### src/rtl/regfile_wb_arbiter.sv
// Two-requester round-robin arbiter that drives a register-file write port.
// Optional hardware clear sequence, enabled by RF_CLEAR_EN, writes 0 to registers 1..2^AW-1.
module regfile_wb_arbiter #(
  parameter int unsigned DW = 32,
  parameter int unsigned AW = 5
) (
  input  logic          clk,
  input  logic          rst_n,
  input  logic          a_valid,
  output logic          a_ready,
  input  logic [AW-1:0] a_addr,
  input  logic [DW-1:0] a_data,
  input  logic          b_valid,
  output logic          b_ready,
  input  logic [AW-1:0] b_addr,
  input  logic [DW-1:0] b_data,
  input  logic          clr_start,
  output logic          clr_busy,
  output logic          we3,
  output logic [AW-1:0] wa3,
  output logic [DW-1:0] wd3
);

  typedef enum logic {ARB = 1'b0, CLEAR = 1'b1} state_e;

  localparam logic LG_A = 1'b0;
  localparam logic LG_B = 1'b1;

  state_e        state_q, state_d;
  logic          last_q, last_d;
  logic          we3_q, we3_d;
  logic [AW-1:0] wa3_q, wa3_d;
  logic [DW-1:0] wd3_q, wd3_d;

`ifdef RF_CLEAR_EN
  logic [AW-1:0] cnt_q, cnt_d;
`else
  logic unused_clr_start;
  assign unused_clr_start = clr_start;
`endif

  // Grant selection, write-port next value and clear sequencing.
  always_comb begin
    state_d = state_q;
    last_d  = last_q;
    a_ready = 1'b0;
    b_ready = 1'b0;
    we3_d   = 1'b0;
    wa3_d   = wa3_q;
    wd3_d   = wd3_q;
`ifdef RF_CLEAR_EN
    cnt_d   = cnt_q;
`endif
    unique case (state_q)
      ARB: begin
        // On contention the requester not granted last time wins.
        if (a_valid && (!b_valid || last_q == LG_B)) begin
          a_ready = 1'b1;
        end else if (b_valid) begin
          b_ready = 1'b1;
        end
        if (a_ready) begin
          last_d = LG_A;
          we3_d  = (a_addr != '0);
          wa3_d  = a_addr;
          wd3_d  = a_data;
        end else if (b_ready) begin
          last_d = LG_B;
          we3_d  = (b_addr != '0);
          wa3_d  = b_addr;
          wd3_d  = b_data;
        end
`ifdef RF_CLEAR_EN
        if (clr_start) begin
          state_d = CLEAR;
          cnt_d   = AW'(1);
        end
`endif
      end
      CLEAR: begin
`ifdef RF_CLEAR_EN
        we3_d = 1'b1;
        wa3_d = cnt_q;
        wd3_d = '0;
        // Leave on the last address rather than wrapping back to register 0.
        if (cnt_q == '1) begin
          state_d = ARB;
        end else begin
          cnt_d = cnt_q + AW'(1);
        end
`else
        state_d = ARB;
`endif
      end
      default: state_d = ARB;
    endcase
  end

  always_ff @(posedge clk or negedge rst_n) begin
    if (!rst_n) begin
      state_q <= ARB;
      last_q  <= LG_B;
      we3_q   <= 1'b0;
      wa3_q   <= '0;
      wd3_q   <= '0;
`ifdef RF_CLEAR_EN
      cnt_q   <= '0;
`endif
    end else begin
      state_q <= state_d;
      last_q  <= last_d;
      we3_q   <= we3_d;
      wa3_q   <= wa3_d;
      wd3_q   <= wd3_d;
`ifdef RF_CLEAR_EN
      cnt_q   <= cnt_d;
`endif
    end
  end

  assign we3      = we3_q;
  assign wa3      = wa3_q;
  assign wd3      = wd3_q;
  assign clr_busy = (state_q == CLEAR);

endmodule

### config.mk
export PLATFORM = sky130hd
export DESIGN_NAME = regfile_wb_arbiter
export DESIGN_NICKNAME = d
export VERILOG_FILES = /design/src/rtl/regfile_wb_arbiter.sv
export SDC_FILE = /design/constraint.sdc
export NUM_CORES = 1
export LEC_CHECK = 0
export ABC_AREA = 0
export BUFFER_PORTS_ARGS = -buffer_cell sky130_fd_sc_hd__buf_2
export CAP_MARGIN = 20
export CORE_MARGIN = 1.5
export CORE_UTILIZATION = 46
export CTS_BUF_LIST = sky130_fd_sc_hd__clkbuf_2 sky130_fd_sc_hd__clkbuf_4 sky130_fd_sc_hd__clkbuf_8
export DETAILED_ROUTE_END_ITERATION = 8
export PLACE_DENSITY = 0.94
export SYNTH_ARGS = -nofsm -noshare
export SYNTH_HDL_FRONTEND = slang
export SYNTH_SLANG_ARGS = --single-unit
### constraint.sdc
create_clock -name clk -period 2.1 [get_ports clk]
set_input_delay 0.105 -clock clk [delete_from_list [all_inputs] [get_ports clk]]
set_output_delay 0.105 -clock clk [all_outputs]
set_load 0.01 [all_outputs]
==> reports/results.tsv <==
metric	value	unit
num ports	120	
synth-to-layout area growth	37.0	%
CORE AREA	4060	um^2
Fillers	309	
vias in the first global route	1588	
critical path class	reg -> out	
drt drc	0	
width of the chip	68.4	um
Final HPWL DP	3.34	mm
number of port buffers	117	
CTS Buf Count	5	
switching share of power	0.270	
num rows	23	
total die area	4680	um^2
final setup fails	0	
# Post-CTS Setup Buffers	0	
CP Max Fanout	18	
starting density of the core	0.485	
first-pass GRT wire length	6.82	mm
final RePlAce weighted congestion	0.748	
max-cap viol count	0	
CTS H-tree depth	2	
Synth cell types	16	
register area	977	um^2
gr ovfl total	0	
outcome	finished clean	
Worst VDD drop	521	uV
worst slew pin tran	0.862	ns
clock root buffer	clkbuf_8	
Synth Instances	134	
worst hold-check path type	in -> reg	
Tcrit/Tclk final	0.764	
post-CTS sizing	0	
P_leak	1.35	nW
CTS Hold Buffers Added	2	
clock power share	0.253	
final hold violations	0	
DR vias/cell	4.91	
Final min period	1.61	ns
Seq/Total Area, Yosys	0.497	
Worst EP required	2.00	ns
Worst Skew	0.00171	ns
Critical Path Start Type	flop	
Slew headroom	0.425	
Mapped Nets	213	
Syn Std Cell Area	1970	um^2
post-synthesis register bit count	39	
Internal	1.38	mW
wire length per cell	14.4	um
Syn Area/Cell	14.7	um^2
setup TNS	0	ns
WP data arrival	1.50	ns
clock-pin slew on the worst setup and hold paths	0.07	ns
Hold Slack	0.0501	ns
share of cells above drive strength 1	0.796	
CTS tree	done	
GR Util All Layers	0.200	
NetSw	0.511	mW
Pwr Density	703	nW/um^2
Diodes inserted	0	
maximum clock rate	623	MHz
DRT iter0 DRCs	65	
final core utilization	0.664	
largest net degree at the start of global routing	40	
pre-CTS setup slack	0.555	ns
# nets final	333	
Crit. End Element	primary output	
footprint of the multi-input gates	922	um^2
clk buf depth	2	
unrepaired setup endpoints after global routing	no	
initial antenna violation count	0	
clock insertion delay at the later pin of the skew report	0.28	ns
smallest setup slack after layout	0.495	ns
vias post-DR	1499	
Pre-Repair DR Iteration Count	3	
register share of total power	0.475	
Syn. warnings	0	
post-route ant nets	0	
Slew Viols, Final	0	
DIE HEIGHT	68.4	um
Combinational Power Share	0.272	
routed wire length	4.39	mm
clock sinks	39	
[Yosys cell counts]
| cell type | instances | share of area |
|---|---|---|
| nand2b_1 | 1 | 0.0032 |
| o21ai_0 | 2 | 0.0051 |
| dfrtp_1 | 38 | 0.48 |
| nand2_1 | 1 | 0.0019 |
| nor2_1 | 1 | 0.0019 |
| inv_1 | 2 | 0.0038 |
| mux2_4 | 8 | 0.061 |
| dfstp_2 | 1 | 0.013 |
| or4_1 | 2 | 0.0076 |
| mux2i_1 | 1 | 0.0051 |
| buf_4 | 1 | 0.0038 |
| buf_6 | 2 | 0.011 |
| conb_1 | 1 | 0.0019 |
| mux2_2 | 66 | 0.38 |
| and2_1 | 1 | 0.0032 |
| buf_2 | 6 | 0.015 |
[metrics by stage]
| stage | cells | instance area [um^2] | power [mW] |
|---|---|---|---|
| after floorplan | 134 | 1970 | 1.21 |
| after global placement | 295 | 2590 | 1.41 |
| after detailed placement | 295 | 2590 | 1.43 |
| after CTS | 305 | 2690 | 1.92 |
| after global routing | 305 | 2690 | 2.00 |
| final | 305 | 2690 | 1.89 |
[sequential cells by signal, indices dropped and copies added, names as in the netlist]
signal	count
last_q	1
we3	1
wa3	5
wd3	32
[kinds of logic after synthesis]
| group | synth area share |
|---|---|
| mux | 0.444 |
| flops | 0.497 |
| buf+inv | 0.0344 |
| simple gates | 0.0178 |
| compound gates | 0.00509 |
| other cells | 0.00191 |
[path summary, 6_finish.rpt]
| check | start | to | slack [ns] | cells past startpoint |
|---|---|---|---|---|
| max | last_q | b_ready | 0.49 | 5 |
| min | a_data[22] | wd3[22] | 0.05 | 2 |
| min in group asynchronous | rst_n | wd3[20] | 0.48 | 2 |
| max in group asynchronous | rst_n | wa3[2] | 1.07 | 2 |
| min reg2reg | last_q | last_q | 0.48 | 2 |
| max reg2reg | last_q | wa3[3] | 0.70 | 4 |
[power by group through the flow]
stage	clock, mW	sequential [mW]	combinational, mW
2_1_floorplan	0	0.964	0.247
6_report	0.479	0.900	0.515
4_1_cts	0.497	0.900	0.523
3_3_place_gp	0	0.907	0.504
5_1_grt	0.522	0.915	0.565
3_5_place_dp	0	0.915	0.519
[layout make-up]
cell class / count / area share
clock inverter: 3 / 0.00557
inverter: 2 / 0.00279
multi-input combinational: 84 / 0.342
clock buffer: 5 / 0.0255
sequential: 39 / 0.363
tap: 50 / 0.0232
timing repair buffer: 122 / 0.238
[cell usage in the layout (no fill, tap or decap)]
cell type,Yosys,layout
nand2b_1,1,1
buf_12,0,1
buf_2,6,117
nor2_1,1,1
dfstp_2,1,1
dfrtp_1,38,38
mux2i_1,1,1
nand2_1,1,1
conb_1,1,1
and2_1,1,1
buf_4,1,2
clkinv_2,0,3
dlygate4sd3_1,0,2
mux2_2,66,66
inv_1,2,2
or4_1,2,2
clkbuf_8,0,5
o21ai_0,2,2
mux2_4,8,8
[layer usage]
metal | up-vias | track usage | share of wire
met3 | 12 | 0.0526 | 0.048
met5 | - | 0 | 0
met1 | 709 | 0.205 | 0.37
met2 | 59 | 0.371 | 0.55
met4 | 0 | 0.0925 | 0.028
li1 | 719 | - | -
[worst max-delay path: stages (launching register included)]
cell and delay (ns):
dfstp_2 0.53, nand2b_1 0.11, nand2_1 0.07, buf_4 0.21, and2_1 0.17, buf_2 0.13
(Power assumes the default switching activity.)
